`src/rtl/vga_pkg.sv`:
```
// rtl/vga_pkg.sv - shared state encoding and timing defaults for the VGA sync receiver
//
// Purpose : receiver FSM state type, default 640x480 (800x525 total) timing
//           constants, counter saturation value and an active-window helper.
// Ports   : none (package).
package vga_pkg;

  typedef enum logic [1:0] {
    ST_SEARCH  = 2'd0,
    ST_MEASURE = 2'd1,
    ST_VERIFY  = 2'd2,
    ST_LOCKED  = 2'd3
  } vga_state_t;

  localparam int H_TOTAL_DEF     = 800;
  localparam int V_TOTAL_DEF     = 525;
  localparam int H_ACT_OFS_DEF   = 144;
  localparam int H_ACT_DEF       = 640;
  localparam int V_ACT_OFS_DEF   = 35;
  localparam int V_ACT_DEF       = 480;
  localparam int LOCK_FRAMES_DEF = 2;

  localparam logic [9:0] CNT_MAX = 10'd1023;

  // True when counter value c lies in [ofs, ofs+len).
  function automatic logic in_window(input logic [9:0] c, input int ofs, input int len);
    int v;
    v = int'({22'd0, c});
    return (v >= ofs) && (v < (ofs + len));
  endfunction

endpackage

```
`src/rtl/vga_sync_rx_if.sv`:
```
// rtl/vga_sync_rx_if.sv - sync input and decoded timing output bundle
//
// Purpose : groups the pixel strobe, sync inputs and all decoded outputs.
// Ports   : slave modport = receiver side (syncs in, timing out);
//           master modport = source/observer side.
interface vga_sync_rx_if;
  logic       i_pix_stb;
  logic       i_hs;
  logic       i_vs;
  logic [9:0] o_x;
  logic [9:0] o_y;
  logic       o_active;
  logic       o_locked;
  logic       o_frame_start;
  logic       o_err;
  logic [9:0] o_line_len;
  logic [9:0] o_frame_lines;

  modport slave (
    input  i_pix_stb, i_hs, i_vs,
    output o_x, o_y, o_active, o_locked, o_frame_start, o_err,
           o_line_len, o_frame_lines
  );

  modport master (
    output i_pix_stb, i_hs, i_vs,
    input  o_x, o_y, o_active, o_locked, o_frame_start, o_err,
           o_line_len, o_frame_lines
  );
endinterface

```
`src/rtl/vga_edge_det.sv`:
```
// rtl/vga_edge_det.sv - strobe-qualified falling-edge detector for an active-low sync
//
// Purpose : samples i_sig on strobe cycles; o_edge is high on the strobe where
//           the previous sample was 1 and the current input is 0.
// Ports   : i_clk, i_rst_n (async active-low), i_stb (pixel strobe),
//           i_sig (sync input), o_edge (combinational leading-edge flag).
module vga_edge_det (
  input  logic i_clk,
  input  logic i_rst_n,
  input  logic i_stb,
  input  logic i_sig,
  output logic o_edge
);

  logic r_prev;

  // Idle-high after reset so a sync already low is seen as a leading edge.
  always_ff @(posedge i_clk or negedge i_rst_n) begin
    if (!i_rst_n) begin
      r_prev <= 1'b1;
    end else if (i_stb) begin
      r_prev <= i_sig;
    end
  end

  assign o_edge = i_stb & r_prev & ~i_sig;

endmodule

```
`src/rtl/vga_sync_rx.sv`:
```
// rtl/vga_sync_rx.sv - VGA HS/VS timing receiver with lock detection and active-area decode
//
// Purpose : measures line length and frame height from active-low HS/VS,
//           locks after LOCK_FRAMES consecutive matching frames and produces
//           active-area x/y coordinates while locked.
// Ports   : i_clk, i_rst_n (async active-low);
//           bus (slave): i_pix_stb, i_hs, i_vs in; o_x, o_y, o_active,
//           o_locked, o_frame_start, o_err, o_line_len, o_frame_lines out.
module vga_sync_rx
  import vga_pkg::*;
#(
  parameter int H_ACT_OFS   = H_ACT_OFS_DEF,
  parameter int H_ACT       = H_ACT_DEF,
  parameter int V_ACT_OFS   = V_ACT_OFS_DEF,
  parameter int V_ACT       = V_ACT_DEF,
  parameter int LOCK_FRAMES = LOCK_FRAMES_DEF
) (
  input  logic          i_clk,
  input  logic          i_rst_n,
  vga_sync_rx_if.slave  bus
);

  logic       w_hs_edge;
  logic       w_vs_edge;

  vga_state_t r_state;
  vga_state_t w_state_d;
  logic [2:0] r_match;
  logic [2:0] w_match_d;
  logic [3:0] w_match_inc;
  logic       w_store_ref;
  logic       w_err_evt;

  logic [9:0] r_h_cnt;
  logic [9:0] r_v_cnt;
  logic [9:0] w_h_nxt;
  logic [9:0] w_v_nxt;
  logic [9:0] w_meas_len;
  logic [9:0] w_meas_lines;
  logic [9:0] r_ref_len;
  logic [9:0] r_ref_lines;
  logic       w_active;

  logic [9:0] r_x;
  logic [9:0] r_y;
  logic       r_active;
  logic       r_locked;
  logic       r_frame_start;
  logic       r_err;
  logic [9:0] r_line_len;
  logic [9:0] r_frame_lines;

  vga_edge_det u_hs_edge (
    .i_clk   (i_clk),
    .i_rst_n (i_rst_n),
    .i_stb   (bus.i_pix_stb),
    .i_sig   (bus.i_hs),
    .o_edge  (w_hs_edge)
  );

  vga_edge_det u_vs_edge (
    .i_clk   (i_clk),
    .i_rst_n (i_rst_n),
    .i_stb   (bus.i_pix_stb),
    .i_sig   (bus.i_vs),
    .o_edge  (w_vs_edge)
  );

  // Counter next values; edges are already strobe-qualified.
  always_comb begin
    w_h_nxt = r_h_cnt;
    if (w_hs_edge) begin
      w_h_nxt = 10'd0;
    end else if (bus.i_pix_stb && (r_h_cnt != CNT_MAX)) begin
      w_h_nxt = r_h_cnt + 10'd1;
    end

    w_v_nxt = r_v_cnt;
    if (w_vs_edge) begin
      w_v_nxt = 10'd0;
    end else if (w_hs_edge) begin
      w_v_nxt = r_v_cnt + 10'd1;
    end

    // A VS edge normally coincides with an HS edge, so the line just closed
    // is used rather than the previously latched length.
    w_meas_len   = w_hs_edge ? (r_h_cnt + 10'd1) : r_line_len;
    w_meas_lines = r_v_cnt + 10'd1;
  end

  always_ff @(posedge i_clk or negedge i_rst_n) begin
    if (!i_rst_n) begin
      r_state <= ST_SEARCH;
      r_match <= 3'd0;
    end else begin
      r_state <= w_state_d;
      r_match <= w_match_d;
    end
  end

  always_comb begin
    w_state_d   = r_state;
    w_match_d   = r_match;
    w_store_ref = 1'b0;
    w_err_evt   = 1'b0;
    w_match_inc = {1'b0, r_match} + 4'd1;

    if (bus.i_pix_stb) begin
      case (r_state)
        ST_SEARCH: begin
          if (w_vs_edge) begin
            w_state_d = ST_MEASURE;
          end
        end
        ST_MEASURE: begin
          if (w_vs_edge) begin
            w_store_ref = 1'b1;
            w_match_d   = 3'd0;
            w_state_d   = ST_VERIFY;
          end
        end
        ST_VERIFY: begin
          if (w_vs_edge) begin
            if ((w_meas_len == r_ref_len) && (w_meas_lines == r_ref_lines)) begin
              w_match_d = w_match_inc[2:0];
              if (w_match_inc >= 4'(LOCK_FRAMES)) begin
                w_state_d = ST_LOCKED;
              end
            end else begin
              w_store_ref = 1'b1;
              w_match_d   = 3'd0;
            end
          end
        end
        ST_LOCKED: begin
          if ((w_hs_edge && (w_meas_len != r_ref_len)) ||
              (w_vs_edge && (w_meas_lines != r_ref_lines))) begin
            w_err_evt = 1'b1;
            w_state_d = ST_SEARCH;
          end
        end
        default: w_state_d = ST_SEARCH;
      endcase

      // Sync timeout: a line that runs into counter saturation drops lock
      // from any tracking state.
      if ((r_state != ST_SEARCH) && (w_h_nxt == CNT_MAX)) begin
        w_err_evt = 1'b1;
        w_state_d = ST_SEARCH;
      end
    end
  end

  // Decode against the post-strobe counters and state so outputs line up
  // with the counter values they describe.
  assign w_active = (w_state_d == ST_LOCKED) &&
                    in_window(w_h_nxt, H_ACT_OFS, H_ACT) &&
                    in_window(w_v_nxt, V_ACT_OFS, V_ACT);

  always_ff @(posedge i_clk or negedge i_rst_n) begin
    if (!i_rst_n) begin
      r_h_cnt       <= 10'd0;
      r_v_cnt       <= 10'd0;
      r_ref_len     <= 10'd0;
      r_ref_lines   <= 10'd0;
      r_x           <= 10'd0;
      r_y           <= 10'd0;
      r_active      <= 1'b0;
      r_locked      <= 1'b0;
      r_frame_start <= 1'b0;
      r_err         <= 1'b0;
      r_line_len    <= 10'd0;
      r_frame_lines <= 10'd0;
    end else begin
      // Pulses self-clear on the next clock, strobe or not.
      r_err         <= w_err_evt;
      r_frame_start <= w_vs_edge;
      if (bus.i_pix_stb) begin
        r_h_cnt  <= w_h_nxt;
        r_v_cnt  <= w_v_nxt;
        r_active <= w_active;
        r_locked <= (w_state_d == ST_LOCKED);
        r_x      <= w_active ? (w_h_nxt - 10'(H_ACT_OFS)) : 10'd0;
        r_y      <= w_active ? (w_v_nxt - 10'(V_ACT_OFS)) : 10'd0;
        if (w_hs_edge) begin
          r_line_len <= w_meas_len;
        end
        if (w_vs_edge) begin
          r_frame_lines <= w_meas_lines;
        end
        if (w_store_ref) begin
          r_ref_len   <= w_meas_len;
          r_ref_lines <= w_meas_lines;
        end
      end
    end
  end

  assign bus.o_x           = r_x;
  assign bus.o_y           = r_y;
  assign bus.o_active      = r_active;
  assign bus.o_locked      = r_locked;
  assign bus.o_frame_start = r_frame_start;
  assign bus.o_err         = r_err;
  assign bus.o_line_len    = r_line_len;
  assign bus.o_frame_lines = r_frame_lines;

endmodule

```
`src/flat_wrapper.sv`:
```
// flat-port wrapper written by rule: the top's interface ports become plain ports
module vga_sync_rx_flat import vga_pkg::*;
#(
  parameter int H_ACT_OFS   = H_ACT_OFS_DEF,
  parameter int H_ACT       = H_ACT_DEF,
  parameter int V_ACT_OFS   = V_ACT_OFS_DEF,
  parameter int V_ACT       = V_ACT_DEF,
  parameter int LOCK_FRAMES = LOCK_FRAMES_DEF
)
  (i_clk, i_rst_n, bus_i_pix_stb, bus_i_hs, bus_i_vs, bus_o_x, bus_o_y, bus_o_active, bus_o_locked, bus_o_frame_start, bus_o_err, bus_o_line_len, bus_o_frame_lines);
  vga_sync_rx_if bus_i ();
  input  logic i_clk;
  input  logic i_rst_n;
  input wire logic [$bits(bus_i.i_pix_stb)-1:0] bus_i_pix_stb;
  input wire logic [$bits(bus_i.i_hs)-1:0] bus_i_hs;
  input wire logic [$bits(bus_i.i_vs)-1:0] bus_i_vs;
  output wire logic [$bits(bus_i.o_x)-1:0] bus_o_x;
  output wire logic [$bits(bus_i.o_y)-1:0] bus_o_y;
  output wire logic [$bits(bus_i.o_active)-1:0] bus_o_active;
  output wire logic [$bits(bus_i.o_locked)-1:0] bus_o_locked;
  output wire logic [$bits(bus_i.o_frame_start)-1:0] bus_o_frame_start;
  output wire logic [$bits(bus_i.o_err)-1:0] bus_o_err;
  output wire logic [$bits(bus_i.o_line_len)-1:0] bus_o_line_len;
  output wire logic [$bits(bus_i.o_frame_lines)-1:0] bus_o_frame_lines;
  assign bus_i.i_pix_stb = bus_i_pix_stb;
  assign bus_i.i_hs = bus_i_hs;
  assign bus_i.i_vs = bus_i_vs;
  assign bus_o_x = bus_i.o_x;
  assign bus_o_y = bus_i.o_y;
  assign bus_o_active = bus_i.o_active;
  assign bus_o_locked = bus_i.o_locked;
  assign bus_o_frame_start = bus_i.o_frame_start;
  assign bus_o_err = bus_i.o_err;
  assign bus_o_line_len = bus_i.o_line_len;
  assign bus_o_frame_lines = bus_i.o_frame_lines;
  vga_sync_rx #(.H_ACT_OFS(H_ACT_OFS), .H_ACT(H_ACT), .V_ACT_OFS(V_ACT_OFS), .V_ACT(V_ACT), .LOCK_FRAMES(LOCK_FRAMES)) u_core (.i_clk(i_clk), .i_rst_n(i_rst_n), .bus(bus_i));
endmodule
```
`config.mk`:
```
export PLATFORM = sky130hd
export DESIGN_NAME = vga_sync_rx_flat
export DESIGN_NICKNAME = d
export VERILOG_FILES = /design/src/rtl/vga_pkg.sv /design/src/rtl/vga_sync_rx_if.sv /design/src/rtl/vga_edge_det.sv /design/src/rtl/vga_sync_rx.sv /design/src/flat_wrapper.sv
export SDC_FILE = /design/constraint.sdc
export NUM_CORES = 1
export LEC_CHECK = 0
export BUFFER_PORTS_ARGS = -buffer_cell sky130_fd_sc_hd__buf_2
export CORE_MARGIN = 5
export CORE_UTILIZATION = 25
export CTS_CLUSTER_SIZE = 20
export DETAILED_ROUTE_END_ITERATION = 10
export PLACE_DENSITY = 0.49
export SKIP_CTS_REPAIR_TIMING = 1
export SLEW_MARGIN = 20
export SYNTH_ARGS = -nofsm -noshare
export SYNTH_HDL_FRONTEND = slang
export SYNTH_SLANG_ARGS = --single-unit
```
`constraint.sdc`:
```
create_clock -name i_clk -period 3.8 [get_ports i_clk]
set_clock_uncertainty 0.2 [all_clocks]
set_input_delay 0.38 -clock i_clk [delete_from_list [all_inputs] [get_ports i_clk]]
set_output_delay 0.38 -clock i_clk [all_outputs]
set_load 0.005 [all_outputs]
```
==> summary.txt, run 1 <==
Clock tree
  – Clock root cell: clkbuf_16
  – H-tree lvl count: 3
  – Total CTS buffers: 9
  – CTS tree: done
  – Reg clk slew, reported paths: 0.07 ns
  – Clock sink count: 91
  – Worst skew pair latency: 0.35 ns
  – Clock buffer depth: 2

Yosys
  – Syn nets: ~610
  – EDFF count, synth: 0
  – Mapped Area: 5530 sq um
  – Mean Syn Cell Area: roughly 9.4 sq um
  – Register area share after synthesis: 0.412
  – Main flop type after synthesis: dfrtp_1
  – Synth Warn #: 0
  – Async set-reset flop share out of synthesis: 1.00
  – Post-synth cell types: 74
  – Yosys reg bits: 91
  – Mapped Cells: 587

Global route
  – Initial antenna violation count: 0
  – First-pass GRT wire length: 23500 um
  – Global route overflow: 0
  – Vias in the first global route: 4291
  – Largest net degree at the start of global routing: 76
  – GRT Util Overall: 0.113

Detailed routing
  – DRC errors left: 0
  – Routed WL: 14300 um
  – Via count: 4308
  – Routed Antenna Nets: 0
  – Drt pass-1 iters: 4
  – Routed len/inst: between 15 and 20 um
  – Iter 0 DRT Violations: 203
  – Vias per inst: 4.66

Power and ir drop
  – Sequential fraction of design power: 0.406
  – Sw frac: 0.326
  – Final Power: 3.08 mW
  – LEAKAGE: between 2 and 3 nW
  – Comb pwr share: 0.278
  – Pwr Density: ~470 nW/um^2
  – Sw Pwr: 1.00 mW
  – Maximum VDD drop: slightly below 0.2 mV
  – Clock network power share: 0.316
  – P_int: 2.07 mW

Placed design
  – Final GP Congestion: 0.833
  – Port Buf Inserts: 48
  – Dpl cells: 906
  – Dpl hpwl: 10400 um
  – Placed cell areas: 6130 sq um

Worst setup path
  – Critical path's slowest cell: dfrtp_1
  – Startpoint types: flop
  – Crit end category: flop
  – Crit path kind: flop to flop
  – CP Data Arrival Time: 3.57 ns
  – Crit-path cells: ha_4, nand3_2, a211oi_1, and3b_1, nor4_1, nor3b_4, nand3_1, a311o_1, a211o_4, o22ai_1
  – Max Fanout on Critical Path: 11
  – CP peak stage delay: approximately 0.52 ns
  – Critical Path RT: slightly below 4 ns

STA
  – Measured slew at the worst slew-check pin: 0.729 ns
  – Fin crit period: 3.50 ns
  – RSZ-0062 raised after global routing: false
  – Final period util: 0.920
  – Fin. max-slew vios: 0
  – Final Hold Viols: 0
  – Final setup vio count: 0
  – Max frequency: 0.286 GHz
  – Max_slew headroom: 0.514

Floorplanning
  – Row Count: 54
  – Die width: between 150 and 200 um
  – Boundary Pins: 49
  – Core ar.: ~22000 sq um
  – Die ar.: around 25000 sq um
  – Die height: 159 um
  – Starting Density: 0.253

Hold path
  – HP Class: input port to flop

Final layout
  – Ant. Diodes: 0
  – Number of nets in the layout: 658
  – Post-route cell area: approximately 6500 sq um
  – Area grow syn2layout: 17.7%
  – Fill cell count: ~2300
  – Most frequent cells in the layout: dfrtp_1, nand2_1, buf_2, inv_1, o21ai_0
  – Post-layout util: 0.298
  – Leading cell type in the layout, fill and taps excluded: dfrtp_1
  – Post-route insts no fill: 925
  – Share of post-route cells with drive strength above 1: 0.214

Run
  – Maxcap violations: 0

Outcome
  – Status: complete, no violations
[sequential cells by signal, summed over array words and instances (netlist names)]
name / cells
u_core.bus.o_frame_lines: 10
u_core.bus.o_line_len: 10
u_core.bus.o_x: 10
u_core.bus.o_y: 10
u_core.r_h_cnt: 10
u_core.r_ref_len: 10
u_core.r_ref_lines: 10
u_core.r_v_cnt: 10
u_core.r_match: 3
u_core.r_state: 2
u_core.bus.o_active: 1
u_core.bus.o_err: 1
u_core.bus.o_frame_start: 1
u_core.bus.o_locked: 1
u_core.u_hs_edge.r_prev: 1
u_core.u_vs_edge.r_prev: 1
[cell type report]
type	instances	area, sq um	share of cell area
multi-input cells	413	2920	0.448
flip-flops and latches	91	2280	0.350
repair buffers	78	474	0.0728
well taps	280	350	0.0538
clock buffers	12	236	0.0363
inverters	47	176	0.0271
clock inverters	4	75.1	0.0115
[worst paths after layout]
path	startpoint	end	slack [ns]	cells after the start
max in group asynchronous	i_rst_n	u_core.r_v_cnt[9]	2.35	3
worst max-delay path	u_core.r_v_cnt[1]	u_core.bus.o_x[5]	0.30	10
worst min-delay path	bus_i_hs	u_core.u_hs_edge.r_prev	0.10	2
worst max register to register	u_core.r_v_cnt[1]	u_core.bus.o_x[5]	0.30	10
min in group asynchronous	i_rst_n	u_core.bus.o_frame_lines[6]	0.42	2
worst min register to register	u_core.bus.o_frame_lines[1]	u_core.bus.o_frame_lines[1]	0.27	2
[cells by family after synthesis]
kind of cell    count (synthesis)  share of synthesized area
compound gates                143                      0.187
xor+xnor                       49                     0.0844
fa+ha+maj                      13                     0.0294
buf+inv                        84                     0.0686
flops                          91                      0.412
mux                            18                     0.0357
simple gates                  189                      0.182
[power groups by stage]
stage               clock network [mW]  logic [mW]  registers, mW
global placement                     0       0.841           1.26
finish                           0.972       0.855           1.25
floorplan                            0       0.606           1.22
global route                      1.04       0.960           1.28
detailed placement                   0       0.839           1.26
CTS                              0.999       0.843           1.25
[worst max-delay path, delay by kind of cell (launching register included)]
family | cells | cell delay, ns
adder cells (fa/ha/maj) | 1 | 0.25
flip-flops | 1 | 0.52
AO/OA/AOI/OAI | 4 | 1.24
AND/OR/NAND/NOR | 5 | 1.19
[cell usage after synthesis, drive strengths merged, types with 2 or more instances]
library cell  instances  area share
mux2i                 4      0.0072
o21a                  2      0.0027
nand3                17       0.016
nand2                64       0.043
clkbuf               13      0.0088
a311o                 2      0.0036
nand4b                2      0.0032
xor3                  2      0.0086
nor4                  7      0.0079
xnor2                35       0.057
o31ai                 2      0.0027
nor3b                 2      0.0036
or4                   7      0.0095
nor3                 14       0.014
and4                  4      0.0068
nor2b                 4      0.0045
o21ai                43       0.040
nand3b                5      0.0068
nand2b                9       0.010
a21oi                29       0.026
a31oi                 8      0.0091
nor2                 27       0.019
nand4                 6      0.0079
inv                  46       0.031
a21boi                2      0.0027
and3b                 3      0.0048
dfrtp                89        0.40
or3                   3      0.0034
a211o                 2      0.0048
buf                  24       0.028
a311oi                2      0.0032
and3                  7      0.0079
and2                  5      0.0057
dfstp                 2      0.0095
o22ai                25       0.050
xor2                 12       0.019
o221ai                2      0.0032
a211oi                4      0.0054
ha                   13       0.029
a32o                  3      0.0054
mux2                 14       0.029
a41oi                 2      0.0032
o211ai                2      0.0027
[routing by layer]
layer / wire, um / GRT usage / part of all wire
met1: 6680 / 0.147 / 0.47
met3: 402 / 0.0259 / 0.028
met2: 7110 / 0.190 / 0.50
met5: 0 / 0 / 0
met4: 158 / 0.0293 / 0.011
[per-stage QoR]
| stage | worst slack, ns | TNS (ns) | hold slack, ns |
|---|---|---|---|
| floorplan | 0.164 | 0 | -0.116 |
| global placement | -0.0905 | -1.49 | 0.255 |
| detailed placement | 0.0191 | 0 | 0.257 |
| CTS | -0.00527 | -0.00527 | 0.0375 |
| global route | 0.0326 | 0 | 0.118 |
| finish | 0.303 | 0 | 0.101 |
No activity file was read; power rests on OpenSTA's default activity.
==> run 2: changes to the inputs <==
--- a/config.mk
+++ b/config.mk
@@ -15,4 +15,5 @@
 export SLEW_MARGIN = 20
 export SYNTH_ARGS = -nofsm -noshare
 export SYNTH_HDL_FRONTEND = slang
+export SYNTH_HIERARCHICAL = 1
 export SYNTH_SLANG_ARGS = --single-unit
==> summary.txt, run 2 <==
Detailed routing
  – Routed WL: 16700 um (was 14300 um)
  – DRC errors left: 0 (unchanged)
  – Drt pass-1 iters: 5 (was 4)
  – Vias per inst: 4.78 (was 4.66)
  – Routed Antenna Nets: 0 (unchanged)
  – Via count: 4863 (was 4308)
  – Routed len/inst: 16.4 um (was 15.5 um)
  – Iter 0 DRT Violations: 369 (was 203)

Power and ir drop
  – LEAKAGE: 3.20 nW (was 2.82 nW)
  – Pwr Density: 475 nW/um^2 (was 472 nW/um^2)
  – Maximum VDD drop: 0.227 mV (was 0.198 mV)

Global route
  – GRT Util Overall: 0.127 (was 0.113)
  – Vias in the first global route: 4765 (was 4291)
  – Largest net degree at the start of global routing: 36 (was 76)
  – First-pass GRT wire length: 27300 um (was 23500 um)
  – Global route overflow: 0 (unchanged)
  – Initial antenna violation count: 0 (unchanged)

STA
  – WHS: 0.0800 ns (was 0.101 ns)
  – Fin. max-slew vios: 0 (unchanged)
  – Final Hold Viols: 0 (unchanged)
  – Final period util: 0.964 (was 0.920)
  – Max_slew headroom: 0.507 (was 0.514)
  – Fin crit period: 3.66 ns (was 3.50 ns)
  – Final worst setup slack: 0.138 ns (was 0.303 ns)
  – Max frequency: 0.273 GHz (was 0.286 GHz)
  – Final setup vio count: 0 (unchanged)
  – Measured slew at the worst slew-check pin: 0.737 ns (was 0.729 ns)

Yosys
  – Post-synth top area cell: dfrtp_1 (unchanged)
  – Yosys reg bits: 91 (unchanged)
  – Syn nets: 645 (was 605)
  – Register area share after synthesis: 0.378 (was 0.412)
  – Main flop type after synthesis: dfrtp_1 (unchanged)
  – Async set-reset flop share out of synthesis: 1.00 (unchanged)
  – Synth Warn #: 6 (was 0)
  – Synth top area share: 0.369 (was 0.403)
  – Top cells by area, synth: dfrtp_1, xnor2_1, mux2_2, nand2_1, nor2_1 (was dfrtp_1, xnor2_1, nand2_1, o22ai_2, o21ai_0)
  – Mapped Area: 6030 sq um (was 5530 sq um)
  – EDFF count, synth: 0 (unchanged)
  – Cell with the most instances after synthesis: dfrtp_1 (unchanged)
  – Most frequent cells after synthesis: dfrtp_1, nand2_1, nor2_1, xnor2_1 (was dfrtp_1, nand2_1, inv_1, o21ai_0, xnor2_1)
  – Mapped Cells: 627 (was 587)
  – Mean Syn Cell Area: 9.62 sq um (was 9.42 sq um)
  – Post-synth cell types: 80 (was 74)

Clock tree
  – Worst skew pair latency: 0.35 ns (about the same)
  – CTS tree: done (unchanged)
  – Clock buffer depth: 2 (unchanged)
  – Reg clk slew, reported paths: 0.06 ns (was 0.07 ns)
  – Clock sink count: 91 (unchanged)
  – H-tree lvl count: 3 (unchanged)
  – Total CTS buffers: 9 (unchanged)
  – Clock root cell: clkbuf_16 (unchanged)

Worst setup path
  – CP startpoint: u_core/u_hs_edge/r_prev (was u_core.r_v_cnt[1])
  – Critical Path RT: 3.83 ns (was 3.87 ns)
  – Crit path kind: flop to flop (unchanged)
  – CP Data Arrival Time: 3.69 ns (was 3.57 ns)
  – Startpoint types: flop (unchanged)
  – Max Fanout on Critical Path: 20 (was 11)
  – Critical R2R Launch: u_core/u_hs_edge/r_prev (was u_core.r_v_cnt[1])
  – Crit end category: flop (unchanged)

Hold path
  – HP Class: input port to flop (unchanged)
  – Hold_sp: bus_i_vs (was bus_i_hs)

Final layout
  – Fill cell count: 2476 (was 2320)
  – Ant. Diodes: 0 (unchanged)
  – Number of nets in the layout: 712 (was 658)
  – Share of post-route cells with drive strength above 1: 0.249 (was 0.214)
  – Area grow syn2layout: 19.3% (was 17.7%)
  – Most frequent cells in the layout: dfrtp_1, nand2_1, nor2_1, buf_2, buf_4 (was dfrtp_1, nand2_1, buf_2, inv_1, o21ai_0)
  – Leading cell type in the layout, fill and taps excluded: dfrtp_1 (unchanged)

Floorplanning
  – Die height: 165 um (was 159 um)
  – Row Count: 56 (was 54)
  – Die ar.: 27300 sq um (was 25200 sq um)
  – Starting Density: 0.255 (was 0.253)
  – Boundary Pins: 49 (unchanged)
  – Core ar.: 23600 sq um (was 21800 sq um)
  – Die width: 165 um (was 159 um)

Placed design
  – Final GP Congestion: 0.873 (was 0.833)
  – Port Buf Inserts: 48 (unchanged)
  – Dpl hpwl: 12300 um (was 10400 um)
  – Pre-CTS WS: 0.121 ns (was 0.0191 ns)

Run
  – Maxcap violations: 0 (unchanged)

Outcome
  – Status: complete, no violations (unchanged)
## run 2: final timing paths
check                                         endpoint  slack (ns)  cells past startpoint
setup / recovery                   u_core/r_ref_len[9]        0.14                     11
hold / removal                 u_core/u_vs_edge/r_prev        0.08                      2
setup reg to reg                   u_core/r_ref_len[9]        0.14                     11
hold reg to reg            u_core/bus.o_frame_lines[3]        0.27                      2
max in group asynchronous            u_core/r_v_cnt[6]        2.34                      3
min in group asynchronous            u_core/r_h_cnt[0]        0.29                      2
## run 2: cell families (layout without fill, tap and decap cells)
family	Yosys count	in the layout	synth area share
adders and majority gates	13	13	0.0270
and+or+nand+nor	198	198	0.178
xor gates and xnor gates	56	56	0.0859
DFF	91	91	0.378
buffers and inverters	73	145	0.0568
AOI/OAI and AO/OA	159	159	0.206
muxes	37	37	0.0685
## run 2: per-layer routing
metal | vias to the layer above | share of wire | GRT usage
met4 | 0 | 0.021 | 0.0435
met2 | 118 | 0.40 | 0.173
met5 | - | 0 | 0
met1 | 2342 | 0.54 | 0.201
met3 | 20 | 0.041 | 0.0181
li1 | 2383 | - | -
## run 2: layout make-up
type                       instances  area [sq um]  area share
inverter                          30           113      0.0156
sequential                        91          2280       0.317
clock inverter                     3          47.5     0.00661
clock buffer                      13           250      0.0348
multi-input combinational        463          3430       0.477
timing repair buffer              99           673      0.0935
tap                              319           399      0.0555
## run 2: stage by stage
| stage | power, mW | instance area (sq um) | util | std cells | setup TNS, ns |
|---|---|---|---|---|---|
| 6_report | 3.42 | 7200 | 0.305 | 1018 | 0 |
| 5_1_grt | 3.65 | 7200 | 0.305 | 1018 | -0.0208 |
| 4_1_cts | 3.45 | 7120 | 0.302 | 1013 | 0 |
| 3_5_place_dp | 2.50 | 6830 | 0.289 | 997 | 0 |
| 3_3_place_gp | 2.50 | 6830 | 0.289 | 997 | 0 |
| 2_1_floorplan | 2.09 | 6030 | - | 627 | 0 |
## run 2: critical path, cell delays in order, from the launching register on
cell       delay (ns)
dfstp_2          0.52
and3b_2          0.33
buf_4            0.20
mux2i_1          0.27
xnor2_1          0.16
o211ai_1         0.12
nor4_1           0.33
o2111ai_1        0.35
o21a_1           0.29
o211ai_2         0.21
buf_12           0.22
mux2_2           0.35
## run 2: report_power, final
| group | switching [mW] | internal [mW] |
|---|---|---|
| combinational | 0.696 | 0.530 |
| clock | 0.393 | 0.532 |
| sequential | 0.145 | 1.12 |
==> run 3: changes to the inputs <==
--- a/config.mk
+++ b/config.mk
@@ -5,12 +5,14 @@
 export SDC_FILE = /design/constraint.sdc
 export NUM_CORES = 1
 export LEC_CHECK = 0
+export ABC_AREA = 1
 export BUFFER_PORTS_ARGS = -buffer_cell sky130_fd_sc_hd__buf_2
 export CORE_MARGIN = 5
 export CORE_UTILIZATION = 25
 export CTS_CLUSTER_SIZE = 20
 export DETAILED_ROUTE_END_ITERATION = 10
-export PLACE_DENSITY = 0.49
+export PLACE_DENSITY = 0.5
+export SETUP_SLACK_MARGIN = 0.5
 export SKIP_CTS_REPAIR_TIMING = 1
 export SLEW_MARGIN = 20
 export SYNTH_ARGS = -nofsm -noshare
==> summary.txt, run 3 <==
Worst setup path
  – Cell depth of the worst flop-to-flop path: 19 (was 11)
  – R2R Path End: u_core/bus.o_x[0] (was u_core/r_ref_len[9])
  – Startpoint types: flop (unchanged)
  – R2R setup slack: 0.71 ns (was 0.14 ns)
  – Crit end category: flop (unchanged)
  – Max Fanout on Critical Path: 10 (was 20)
  – Critical Path RT: 3.89 ns (was 3.83 ns)
  – Crit path kind: flop to flop (unchanged)
  – CP Data Arrival Time: 3.18 ns (was 3.69 ns)
  – Critical R2R Launch: u_core/r_h_cnt[1] (was u_core/u_hs_edge/r_prev)

Global route
  – Most Crowded Layer GR: met2 (was met1)
  – GR Util met1: 0.180 (was 0.201)
  – Initial antenna violation count: 0 (unchanged)
  – Largest net degree at the start of global routing: 63 (was 36)
  – Met2 Resource Use GR: 0.192 (was 0.173)
  – GRT Util Overall: 0.124 (was 0.127)
  – Vias in the first global route: 4542 (was 4765)
  – Grt met3 use: 0.0225 (was 0.0181)
  – First-pass GRT wire length: 24400 um (was 27300 um)
  – Global route overflow: 0 (unchanged)

STA
  – WHS: -0.0544 ns (was 0.0800 ns)
  – Measured slew at the worst slew-check pin: 0.877 ns (was 0.737 ns)
  – Max_slew headroom: 0.415 (was 0.507)
  – Final worst setup slack: 0.711 ns (was 0.138 ns)
  – Final Hold Viols: 60 (was 0)
  – Fin. max-slew vios: 0 (unchanged)
  – RSZ-0062 raised after global routing: false
  – Final period util: 0.813 (was 0.964)
  – Setup TNS: 0 ns (unchanged)
  – Fin crit period: 3.09 ns (was 3.66 ns)
  – Final setup vio count: 0 (unchanged)
  – Max frequency: 0.324 GHz (was 0.273 GHz)

Detailed routing
  – Vias per inst: 4.52 (was 4.78)
  – DRC errors left: 0 (unchanged)
  – Drt pass-1 iters: 5 (unchanged)
  – Via count: 4821 (was 4863)
  – Routed WL: 15200 um (was 16700 um)
  – Iter 0 DRT Violations: 307 (was 369)
  – Routed Antenna Nets: 0 (unchanged)
  – Routed len/inst: 14.3 um (was 16.4 um)

Yosys
  – Syn nets: 756 (was 645)
  – Yosys reg bits: 91 (unchanged)
  – Most frequent cells after synthesis: nand2_1, dfrtp_1, inv_1, nand3_1, nor2_1 (was dfrtp_1, nand2_1, nor2_1, xnor2_1)
  – Mean Syn Cell Area: 7.34 sq um (was 9.62 sq um)
  – Mapped Cells: 738 (was 627)
  – EDFF count, synth: 0 (unchanged)
  – Synth Warn #: 6 (unchanged)
  – Mapped Area: 5420 sq um (was 6030 sq um)
  – Main flop type after synthesis: dfrtp_1 (unchanged)
  – Cell with the most instances after synthesis: nand2_1 (was dfrtp_1)
  – Synth top area share: 0.411 (was 0.369)
  – Async set-reset flop share out of synthesis: 1.00 (unchanged)
  – Register area share after synthesis: 0.421 (was 0.378)
  – Post-synth cell types: 39 (was 80)
  – Post-synth top area cell: dfrtp_1 (unchanged)
  – Top cells by area, synth: dfrtp_1, nand2_1, nand3_1, inv_1, o21ai_0 (was dfrtp_1, xnor2_1, mux2_2, nand2_1, nor2_1)

Power and ir drop
  – Final Power: 4.12 mW (was 3.42 mW)
  – Pwr Density: 645 nW/um^2 (was 475 nW/um^2)
  – Sw frac: 0.417 (was 0.361)
  – P_int: 2.40 mW (was 2.19 mW)
  – Sequential fraction of design power: 0.366 (was 0.371)
  – Clock network power share: 0.226 (was 0.270)
  – Comb pwr share: 0.408 (was 0.358)
  – Sw Pwr: 1.72 mW (was 1.23 mW)
  – Maximum VDD drop: 0.275 mV (was 0.227 mV)
  – LEAKAGE: 3.26 nW (was 3.20 nW)

Placed design
  – Dpl cells: 1043 (was 997)
  – Port Buf Inserts: 48 (unchanged)
  – Final GP Congestion: 0.807 (was 0.873)
  – Pre-CTS WS: 0.457 ns (was 0.121 ns)
  – Placed cell areas: 5920 sq um (was 6830 sq um)
  – Dpl hpwl: 10800 um (was 12300 um)

Final layout
  – Leading cell type in the layout, fill and taps excluded: nand2_1 (was dfrtp_1)
  – Most frequent cells in the layout: nand2_1, dfrtp_1, inv_1, nand3_1, nor2_1 (was dfrtp_1, nand2_1, nor2_1, buf_2, buf_4)
  – Post-route insts no fill: 1067 (was 1018)
  – Ant. Diodes: 0 (unchanged)
  – Fill cell count: 2274 (was 2476)
  – Number of nets in the layout: 805 (was 712)
  – Area grow syn2layout: 17.9% (was 19.3%)
  – Post-route cell area: 6390 sq um (was 7200 sq um)
  – Share of post-route cells with drive strength above 1: 0.153 (was 0.249)

Floorplanning
  – Die width: 157 um (was 165 um)
  – Core ar.: 21200 sq um (was 23600 sq um)
  – Row Count: 53 (was 56)
  – Starting Density: 0.256 (was 0.255)
  – Die ar.: 24700 sq um (was 27300 sq um)
  – Boundary Pins: 49 (unchanged)
  – Die height: 157 um (was 165 um)

Clock tree
  – CTS tree: done (unchanged)
  – H-tree lvl count: 3 (unchanged)
  – Clock sink count: 91 (unchanged)
  – Clock buffer depth: 2 (unchanged)
  – Total CTS buffers: 9 (unchanged)
  – Reg clk slew, reported paths: 0.07 ns (was 0.06 ns)
  – Clock root cell: clkbuf_16 (unchanged)
  – Worst skew pair latency: 0.35 ns (about the same)

Outcome
  – Failing checks: hold timing
  – Status: finished with violations (was complete, no violations)

Hold path
  – HP Class: input port to async pin (was input port to flop)

Run
  – Maxcap violations: 0 (unchanged)
-- run 3: cell count changes after synthesis, sizes merged, moves of 22 or more --
cell	before	now
inv	30	77
o21ai	36	58
mux2	25	0
nand2	61	251
nand3	12	60
xnor2	37	9
-- run 3: kinds of logic (layout without fill, tap and decap cells) --
kind of cell / Yosys count / count (layout) / synth area share
AO/OA/AOI/OAI: 96 / 96 / 0.0952
buffers and inverters: 106 / 158 / 0.0834
XOR/XNOR: 17 / 17 / 0.0275
adder cells (fa/ha/maj): 13 / 13 / 0.0300
AND/OR/NAND/NOR: 415 / 417 / 0.343
flip-flops: 91 / 91 / 0.421
-- run 3: power groups by stage --
| stage | Clock, mW | Sequential, mW | Combinational [mW] |
|---|---|---|---|
| finish | 0.930 | 1.51 | 1.68 |
| global placement | 0 | 1.52 | 1.62 |
| global route | 1.00 | 1.55 | 1.94 |
| floorplan | 0 | 1.46 | 1.21 |
| CTS | 0.965 | 1.51 | 1.64 |
| detailed placement | 0 | 1.52 | 1.63 |
-- run 3: final cells by class --
cell class	count	area (sq um)	area share
clock inverter	5	60.1	0.00940
sequential	91	2280	0.357
tap	275	344	0.0539
multi-input combinational	543	2750	0.430
inverter	78	299	0.0468
clock buffer	11	243	0.0380
timing repair buffer	64	409	0.0640
-- run 3: stage by stage --
stage | util | hold slack, ns
final | 0.302 | -0.0544
after global routing | 0.302 | 0.0284
after CTS | 0.294 | -0.0186
after detailed placement | 0.280 | 0.253
after global placement | 0.280 | 0.253
after floorplan | - | -0.116
-- run 3: critical path, cell delays in order, from the launching register on --
cell      delay (ns)
dfrtp_1         0.40
ha_2            0.25
nand2_1         0.12
inv_2           0.10
nand4_2         0.12
nand2_4         0.12
inv_4           0.06
nand2_1         0.05
o21ai_0         0.11
nor2_1          0.18
inv_1           0.10
ha_1            0.21
nand2_1         0.09
nand2_1         0.08
nand2_1         0.07
nand3b_1        0.15
nand3_4         0.13
nor2_4          0.27
nand4_1         0.14
nand2_1         0.08
-- run 3: how the worst max path moves through the flow --
stage | end | depth (start not counted) | slack [ns] | startpoint
detailed placement | u_core/bus.o_x[8] | 19 | 0.46 | u_core/r_h_cnt[0]
floorplan | u_core/bus.o_x[2] | 17 | 0.99 | u_core/u_hs_edge/r_prev
CTS | u_core/bus.o_x[8] | 19 | 0.44 | u_core/r_h_cnt[0]
global route | u_core/bus.o_x[0] | 19 | 0.51 | u_core/r_h_cnt[0]
finish | u_core/bus.o_x[0] | 19 | 0.71 | u_core/r_h_cnt[1]
global placement | u_core/bus.o_y[8] | 19 | 0.49 | u_core/r_h_cnt[0]
-- run 3: metal layers --
metal	share of wire	wire (um)
met1	0.51	7700
met2	0.45	6850
met3	0.033	498
met4	0.011	165
met5	0	0
